$ cat src/rtl/angular_filter_acc_if.sv
// Tap-product / filtered-sample handshake bundle for the angular filter accumulator.
// The slave side is the accumulator; the master side feeds taps and drains samples.
interface angular_filter_acc_if #(
  parameter int BIT_DEPTH = 8,
  parameter int PROD_W    = 16,
  parameter int CNT_W     = 11
);
  logic                 cfg_start;
  logic [CNT_W-1:0]     cfg_count;
  logic                 busy;
  logic                 in_valid;
  logic                 in_ready;
  logic [PROD_W-1:0]    in_p0;
  logic [PROD_W-1:0]    in_p1;
  logic [PROD_W-1:0]    in_p2;
  logic [PROD_W-1:0]    in_p3;
  logic [3:0]           in_neg;
  logic                 out_valid;
  logic                 out_ready;
  logic [BIT_DEPTH-1:0] out_sample;
  logic                 out_last;

  modport slave (
    input  cfg_start, cfg_count, in_valid, in_p0, in_p1, in_p2, in_p3, in_neg, out_ready,
    output busy, in_ready, out_valid, out_sample, out_last
  );

  modport master (
    output cfg_start, cfg_count, in_valid, in_p0, in_p1, in_p2, in_p3, in_neg, out_ready,
    input  busy, in_ready, out_valid, out_sample, out_last
  );
endinterface

$ cat src/rtl/angular_filter_acc.sv
// Sums four signed tap products, rounds, shifts and clips to BIT_DEPTH; 2-cycle latency,
// 1 sample/cycle; elastic valid/ready with 2-deep buffering, in_ready drops when both stages are full.
module angular_filter_acc #(
  parameter int BIT_DEPTH = 8,
  parameter int PROD_W    = 16,
  parameter int SHIFT     = 6,
  parameter int CNT_W     = 11
) (
  input  logic                 clk,
  input  logic                 rst_n,
  angular_filter_acc_if.slave  bus
);
  localparam int A_W   = PROD_W + 2;
  localparam int SUM_W = PROD_W + 3;
  localparam logic signed [SUM_W-1:0] RND = SUM_W'(1 << (SHIFT - 1));

  logic                  busy_q;
  logic                  last_taken;
  logic [CNT_W-1:0]      remaining;
  logic                  s1_valid;
  logic                  s1_last;
  logic signed [A_W-1:0] s1_a;
  logic signed [A_W-1:0] s1_b;
  logic                  out_valid_q;
  logic                  out_last_q;
  logic [BIT_DEPTH-1:0]  out_sample_q;

  logic                  cfg_accept;
  logic                  in_accept;
  logic                  s1_advance;
  logic                  out_take;
  logic                  in_ready_c;

  logic [PROD_W-1:0]     prod [4];
  logic signed [PROD_W:0] tap [4];
  logic signed [SUM_W-1:0] sum;
  logic signed [SUM_W-1:0] shifted;
  logic [BIT_DEPTH-1:0]  clipped;

  assign prod[0] = bus.in_p0;
  assign prod[1] = bus.in_p1;
  assign prod[2] = bus.in_p2;
  assign prod[3] = bus.in_p3;

  assign out_take   = out_valid_q & bus.out_ready;
  assign s1_advance = s1_valid & (~out_valid_q | bus.out_ready);
  assign in_ready_c = busy_q & ~last_taken & (~s1_valid | s1_advance);
  assign in_accept  = bus.in_valid & in_ready_c;
  assign cfg_accept = bus.cfg_start & ~busy_q & (bus.cfg_count != '0);

  assign bus.busy       = busy_q;
  assign bus.in_ready   = in_ready_c;
  assign bus.out_valid  = out_valid_q;
  assign bus.out_sample = out_sample_q;
  assign bus.out_last   = out_last_q;

  always_comb begin
    for (int i = 0; i < 4; i++) begin
      tap[i] = bus.in_neg[i] ? -$signed({1'b0, prod[i]}) : $signed({1'b0, prod[i]});
    end
  end

  // Sign bit catches negatives; any set bit above the sample width means overflow.
  always_comb begin
    sum     = SUM_W'(s1_a) + SUM_W'(s1_b) + RND;
    shifted = sum >>> SHIFT;
    if (shifted[SUM_W-1]) begin
      clipped = '0;
    end else if (|shifted[SUM_W-2:BIT_DEPTH]) begin
      clipped = '1;
    end else begin
      clipped = shifted[BIT_DEPTH-1:0];
    end
  end

  always_ff @(posedge clk or negedge rst_n) begin
    if (!rst_n) begin
      busy_q     <= 1'b0;
      last_taken <= 1'b0;
      remaining  <= '0;
    end else begin
      if (cfg_accept) begin
        busy_q     <= 1'b1;
        last_taken <= 1'b0;
        remaining  <= bus.cfg_count;
      end else begin
        if (out_take && out_last_q) begin
          busy_q <= 1'b0;
        end
        if (in_accept) begin
          remaining <= remaining - CNT_W'(1);
          if (remaining == CNT_W'(1)) begin
            last_taken <= 1'b1;
          end
        end
      end
    end
  end

  always_ff @(posedge clk or negedge rst_n) begin
    if (!rst_n) begin
      s1_valid <= 1'b0;
      s1_last  <= 1'b0;
      s1_a     <= '0;
      s1_b     <= '0;
    end else if (in_accept) begin
      s1_valid <= 1'b1;
      s1_last  <= (remaining == CNT_W'(1));
      s1_a     <= A_W'(tap[0]) + A_W'(tap[1]);
      s1_b     <= A_W'(tap[2]) + A_W'(tap[3]);
    end else if (s1_advance) begin
      s1_valid <= 1'b0;
    end
  end

  always_ff @(posedge clk or negedge rst_n) begin
    if (!rst_n) begin
      out_valid_q  <= 1'b0;
      out_sample_q <= '0;
      out_last_q   <= 1'b0;
    end else if (s1_advance) begin
      out_valid_q  <= 1'b1;
      out_sample_q <= clipped;
      out_last_q   <= s1_last;
    end else if (out_take) begin
      out_valid_q  <= 1'b0;
    end
  end
endmodule

$ cat src/flat_wrapper.sv
// flat-port wrapper written by rule: the top's interface ports become plain ports
module angular_filter_acc_flat 
#(
  parameter int BIT_DEPTH = 8,
  parameter int PROD_W    = 16,
  parameter int SHIFT     = 6,
  parameter int CNT_W     = 11
)
  (clk, rst_n, bus_cfg_start, bus_cfg_count, bus_in_valid, bus_in_p0, bus_in_p1, bus_in_p2, bus_in_p3, bus_in_neg, bus_out_ready, bus_busy, bus_in_ready, bus_out_valid, bus_out_sample, bus_out_last);
  angular_filter_acc_if #(.BIT_DEPTH(BIT_DEPTH), .PROD_W(PROD_W), .CNT_W(CNT_W)) bus_i ();
  input  logic clk;
  input  logic rst_n;
  input wire logic [$bits(bus_i.cfg_start)-1:0] bus_cfg_start;
  input wire logic [$bits(bus_i.cfg_count)-1:0] bus_cfg_count;
  input wire logic [$bits(bus_i.in_valid)-1:0] bus_in_valid;
  input wire logic [$bits(bus_i.in_p0)-1:0] bus_in_p0;
  input wire logic [$bits(bus_i.in_p1)-1:0] bus_in_p1;
  input wire logic [$bits(bus_i.in_p2)-1:0] bus_in_p2;
  input wire logic [$bits(bus_i.in_p3)-1:0] bus_in_p3;
  input wire logic [$bits(bus_i.in_neg)-1:0] bus_in_neg;
  input wire logic [$bits(bus_i.out_ready)-1:0] bus_out_ready;
  output wire logic [$bits(bus_i.busy)-1:0] bus_busy;
  output wire logic [$bits(bus_i.in_ready)-1:0] bus_in_ready;
  output wire logic [$bits(bus_i.out_valid)-1:0] bus_out_valid;
  output wire logic [$bits(bus_i.out_sample)-1:0] bus_out_sample;
  output wire logic [$bits(bus_i.out_last)-1:0] bus_out_last;
  assign bus_i.cfg_start = bus_cfg_start;
  assign bus_i.cfg_count = bus_cfg_count;
  assign bus_i.in_valid = bus_in_valid;
  assign bus_i.in_p0 = bus_in_p0;
  assign bus_i.in_p1 = bus_in_p1;
  assign bus_i.in_p2 = bus_in_p2;
  assign bus_i.in_p3 = bus_in_p3;
  assign bus_i.in_neg = bus_in_neg;
  assign bus_i.out_ready = bus_out_ready;
  assign bus_busy = bus_i.busy;
  assign bus_in_ready = bus_i.in_ready;
  assign bus_out_valid = bus_i.out_valid;
  assign bus_out_sample = bus_i.out_sample;
  assign bus_out_last = bus_i.out_last;
  angular_filter_acc #(.BIT_DEPTH(BIT_DEPTH), .PROD_W(PROD_W), .SHIFT(SHIFT), .CNT_W(CNT_W)) u_core (.clk(clk), .rst_n(rst_n), .bus(bus_i));
endmodule
$ cat config.mk
export PLATFORM = sky130hd
export DESIGN_NAME = angular_filter_acc_flat
export DESIGN_NICKNAME = d
export VERILOG_FILES = /design/src/rtl/angular_filter_acc_if.sv /design/src/rtl/angular_filter_acc.sv /design/src/flat_wrapper.sv
export SDC_FILE = /design/constraint.sdc
export NUM_CORES = 1
export LEC_CHECK = 0
export BUFFER_PORTS_ARGS = -buffer_cell sky130_fd_sc_hd__buf_2
export CORE_UTILIZATION = 30
export DETAILED_ROUTE_END_ITERATION = 7
export PLACE_DENSITY = 0.53
export RECOVER_POWER = 50
export REMOVE_ABC_BUFFERS = 1
export SETUP_SLACK_MARGIN = 0.5
export SKIP_LAST_GASP = 1
export SLEW_MARGIN = 20
export SYNTH_ARGS = -nofsm -noshare
export SYNTH_HDL_FRONTEND = slang
export SYNTH_SLANG_ARGS = --single-unit
$ cat constraint.sdc
create_clock -name clk -period 7.2 [get_ports clk]
set_input_delay 1.08 -clock clk [delete_from_list [all_inputs] [get_ports clk]]
set_output_delay 1.08 -clock clk [all_outputs]
set_load 0.02 [all_outputs]
After elaboration in Yosys (flattened, before gate mapping):

Index checks and enable logic that the tools add are counted.

* $mul: 0
* shifts and indexed selects: 0
* magnitude comparators: 0
* divide/modulo/power cells: 0
* equal/unequal tests: 1
* bitwise logic cells: 13
* muxes and demuxes: 17
* reduce and logical (&&, ||, !) cells: 9
* add/subtract/negate cells: 9

Operators by type and width (number)
* $mux W17: 4
* $neg A16 Y17: 4
* $add A17 B17 Y18: 2
* $mux W11: 2
* $add A18 B18 Y19: 1
* $add A19 B7 Y19 const B: 1
* $mux W8: 2
* $eq A11 B1 Y1 const B: 1
* $reduce_bool A11 Y1: 1
* $sub A11 B1 Y11 const B: 1
* $reduce_bool A2 Y1: 5
* $mux W1: 9
* $and A1 B1 Y1: 7
* $reduce_or A5 Y1: 1
* $not A1 Y1: 4
* $or A1 B1 Y1: 2
* $reduce_and A2 Y1: 1
* $logic_and A1 B1 Y1: 1

* memories: 0
* input port bits: 84
* RAM bits: 0
* bits in latches: 0
* ROM bits: 0
* word-level logic and storage cells: 59
* output and inout bits: 12
* register bits after elaboration: 61

Longest topological paths before layout:

* depth after elaboration: 8
* mapped depth: 15
* gate-level depth less buffers: 15

Worst setup path before layout:

No wires, ideal clock.

* kind: input -> register
* from: input bus_in_p3[1]
* to: register u_core.s1_b[16]
* buffers on the path: 1
* library setup time: 69 ps
* setup slack: 3347 ps
* data required time: 7131 ps
* arrival: 3784 ps
* stages on the path: 15
* cell sequence: inv_1 -> ha_1 -> nand2_1 -> or3_1 -> o31ai_1 -> xnor2_1 -> ha_1 -> clkbuf_1 -> a21o_1 -> a21o_1 -> a21o_1 -> a21oi_2 -> a211oi_1 -> or4_1 -> nand3_1

* cells in the longest elaborated chain, start to end: 3

Ends and longest elaborated chain
* start, declared: line flat_wrapper.sv:19 `input wire logic [$bits(bus_i.in_p3)-1:0] bus_in_p3;`
* $neg A16 Y17: line angular_filter_acc.sv:59 `tap[i] = bus.in_neg[i] ? -$signed({1'b0, prod[i]}) : $signed({1'b0, prod[i]});`
* $mux W17 *: line angular_filter_acc.sv:59
* $add A17 B17 Y18 *: line angular_filter_acc.sv:110 `s1_b <= A_W'(tap[2]) + A_W'(tap[3]);`
* end signal, assigned: line angular_filter_acc.sv:110
* end, declared: line angular_filter_acc.sv:23 `logic signed [A_W-1:0] s1_b;`

Mark *: on every way between the ends. The rest lies on a longest branch, timed or not.
A chain may end at the register's enable or synchronous reset.

==> run summary <==
The number of optimization iterations in the first detailed-route pass is 4. The count of different cell masters after synthesis came out at 69. The average routed wire per standard cell came out at 13.2 um. For this configuration, the core starts out at a cell density of 0.308. Counting the fill cells in the layout gives 2,202. The combinational share of power is 0.625. The maximum level of the CTS H-tree came out at 3. The slew at the pin closest to its max-slew limit is 3.35 ns. The placeable core region came out at 20,300 um^2. The number of antenna violations at the first check in global routing came out at 0. The number of I/O pins came out at 96. The buffer depth of the longest clock path came out at 2. The mean number of vias per cell is 5.03. The proportion of netlist area held by the largest area contributor is 0.244. The share of final-layout standard cells stronger than drive strength 1 is 0.147. The number of routed nets with antenna violations is 0. Setup repair after global routing left no endpoint under its margin.

The worst setup path is captured at an async pin. The global-route wire length before repair came out at 25.0 mm. The count of flip-flops with a built-in enable after synthesis came out at 0. Clock-pin slew was measured on the worst setup and hold paths at 0.05 ns. After clock tree synthesis, the flow added hold-fix buffers numbering 0. The share of total power dissipated in sequential elements is 0.233.

The type of the worst min-delay path is flop to flop. Broken down by cell family, the worst path's largest delay share belongs to buffers and inverters. The area enclosed by the die boundary came out at 21,400 um^2. The proportion of total power due to net switching came out at 0.462. The setup-violating endpoint count in the final report came out at 0.

The synthesized netlist cell count came out at 749. The count of unresolved DRC violations after routing came out at 0. Summed over all failing endpoints, the final setup total negative slack is 0 ns. The number of DRC violations after detailed-routing iteration 0 came out at 232. The power density over the cells came out at 369 nW/um^2. The maximum fanout along the worst path came out at 61. At the worst endpoint, the required time is 6.87 ns. The instance count along the most critical hold path is 2.

The critical path launch point type is an input port. In this run the critical register-to-register path is launched from u_core.s1_a[13]$_DFFE_PN0P_. Measured in cells, the most critical reg-to-reg path has a length of 9.

After synthesis, the cell types taking the most area are dfrtp_1 (24%), ha_1 (15%), xnor2_1 (11%), nand2_1 (6.0%), o21ai_0 (5.5%). On the worst path, the slowest cell contributes a delay of 2.35 ns. The via count of the first global-routing pass came out at 5,313. Ranked by instance count, the synthesized netlist is headed by nand2_1 (100), xnor2_1 (75), ha_1 (73), o21ai_0 (69), dfrtp_1 (61).

The total count of max-transition violations in the final report is 62. The die outline width came out at 146 um. The reported leakage power came out at 3.26 nW.

The number of buffer cells added on primary ports came out at 95. The number of max-cap violations is 1. The number of vias after detailed routing is 5,595.

Measured along the y axis, the die boundary spans 146 um. The critical path start-end classification is input port to async pin. Traced cell by cell, the critical path runs through buf_2 -> clkbuf_1. The combined buffer and inverter count along the critical path is 2. Between clock sinks in the finished design, the worst skew comes to 0.00883 ns. The run finished, with violations left.

The post-synthesis instance area is 6250 um^2. The internal portion of total power came out at 0.00144 W. The worst path in the final design needs a cycle of 3.86 ns, including I/O delays and setup. The endpoint identified for the worst register-to-register timing path is u_core.bus.out_sample[7]$_DFFE_PN0P_. The largest individual stage delay along the critical path comes from the cell clkbuf_1.

The number of synthesis warnings came out at 0. The worst slew slack as a fraction of its limit is -1.23. The last weighted congestion value of the routability-driven placer came out at 0.808. The cell taking the most area after synthesis is dfrtp_1. Entering global routing, the biggest net connects 81 pins. The number of sinks on the clock net is 61. The most repeated cell in the gate-level netlist after synthesis is nand2_1. After floorplanning, the core was divided into 52 placement rows.

Clock tree synthesis inserted a total of 9 buffers. The hold violation total from the final report came out at 0. For this design the total switching power over the nets is 0.00124 W.

The total track usage came out at 0.141. The HPWL after detailed placement is 11.8 mm. The sum of routed wire length over all layers came out at 14.7 mm. In the finished design, the share of the clock period the worst path needs comes to 0.537. In this run the most critical hold path is launched from u_core.s1_last$_DFFE_PN0P_. The register bit count reported by yosys is 61. The per-instance average area after synthesis is 8.34 um^2.

The number of resized instances in the post-cts repair step came out at 0. TritonCTS built the clock tree. The worst-case IR drop observed on VDD is 145 uV. The share of synthesized area occupied by flip-flops and latches is 0.244. The final reports fail on max-capacitance violations, max-slew violations. The number of nets in the layout came out at 997. The sink of the worst hold path is u_core.bus.out_last$_DFFE_PN0P_. The worst hold margin is 0.471 ns.

The tree is rooted in a clkbuf_16. Buffers added to address setup during post-CTS repair amount to 0. The slack of the worst reg-to-reg path is 4.35 ns. Clock latency on the worst-skew pair, taken at its later pin, is 0.33 ns. The number of antenna diodes came out at 0.

In the synthesized netlist the dominant register cell turns out to be dfrtp_1. At the worst endpoint, the arrival time is 3.54 ns. The share of power burned in the clock network came out at 0.143. Static timing analysis puts the maximum clock frequency at 259 MHz. The async set-reset flop share out of synthesis came out at 1.00. The total overflow left after global routing is 0. The synthesis-to-layout area growth is 16.2%.
==> power groups by stage <==
stage,registers (W),clock network (W),logic (W)
4_1_cts,0.000627,0.000391,0.00168
3_5_place_dp,0.000632,0,0.00167
2_1_floorplan,0.000622,0,0.00125
3_3_place_gp,0.000630,0,0.00167
5_1_grt,0.000646,0.000408,0.00188
6_report,0.000622,0.000382,0.00167
==> logic make-up after synthesis <==
group | Yosys count | synth area share
compound gates | 214 | 0.244
buf+inv | 54 | 0.0333
fa+ha+maj | 75 | 0.153
flops | 61 | 0.244
xor+xnor | 89 | 0.125
simple gates | 255 | 0.200
mux | 1 | 0.00160
==> sequential cells by signal, indices dropped and copies added (netlist names), 8 cells and up <==
register / count
u_core.bus.out_sample: 8
u_core.remaining: 11
u_core.s1_a: 18
u_core.s1_b: 18
==> through the flow <==
| stage | utilization | total power [W] | instance area, um^2 | instances | setup WS (ns) |
|---|---|---|---|---|---|
| final | 0.358 | 0.00268 | 7260 | 1112 | 3.34 |
| after global routing | 0.358 | 0.00293 | 7260 | 1112 | 2.54 |
| after CTS | 0.358 | 0.00270 | 7270 | 1112 | 3.41 |
| after detailed placement | 0.345 | 0.00230 | 7010 | 1097 | 3.08 |
| after global placement | 0.345 | 0.00230 | 7010 | 1097 | 3.10 |
| after floorplan | - | 0.00187 | 6170 | 729 | 3.42 |
==> cell type report <==
class,instances,area (um^2),share of cell area
Multi-Input combinational cell,634,4520,0.623
Tap cell,270,338,0.0465
Inverter,34,128,0.0176
Clock buffer,13,250,0.0345
Clock inverter,2,10.0,0.00138
Timing Repair Buffer,98,485,0.0669
Sequential cell,61,1530,0.210
==> worst max-delay path by stage <==
stage | from | endpoint | slack [ns] | cells past startpoint
after floorplan | bus_in_p3[1] | u_core.s1_b[16]$_DFFE_PN0P_ | 3.42 | 14
after global placement | bus_in_p3[0] | u_core.s1_b[16]$_DFFE_PN0P_ | 3.10 | 15
after detailed placement | bus_in_p3[0] | u_core.s1_b[16]$_DFFE_PN0P_ | 3.08 | 15
after CTS | bus_in_p3[0] | u_core.s1_b[16]$_DFFE_PN0P_ | 3.41 | 15
after global routing | rst_n | u_core.s1_a[9]$_DFFE_PN0P_ | 2.54 | 2
final | rst_n | u_core.s1_a[9]$_DFFE_PN0P_ | 3.34 | 2
==> routing by layer <==
| metal | part of all wire | GRT usage |
|---|---|---|
| met1 | 0.50 | 0.186 |
| met2 | 0.46 | 0.239 |
| met3 | 0.033 | 0.0228 |
| met4 | 0.010 | 0.0323 |
| met5 | 0 | 0 |
==> cells in the final DEF, fill, tap and decap left out, types with 5 or more instances in the layout <==
cell type	synthesis	final
nand2_1	100	99
buf_2	1	91
xnor2_1	75	75
ha_1	73	73
o21ai_0	69	69
dfrtp_1	61	61
nor2_1	37	37
inv_1	34	34
a21oi_1	27	27
o31ai_1	24	24
nor3_1	22	22
a21o_1	21	21
nand2b_1	16	16
xor2_1	14	14
nand3_1	13	13
or3_1	12	12
or4_1	11	11
clkbuf_16	0	9
clkbuf_1	17	9
o221a_1	8	8
nand4_1	7	7
nor4_1	6	6
or2_2	6	6
o211ai_1	6	6
and3_1	6	6
o41ai_1	5	5
nor2b_1	5	5
Note: power is estimated with default switching activity, not from simulation.
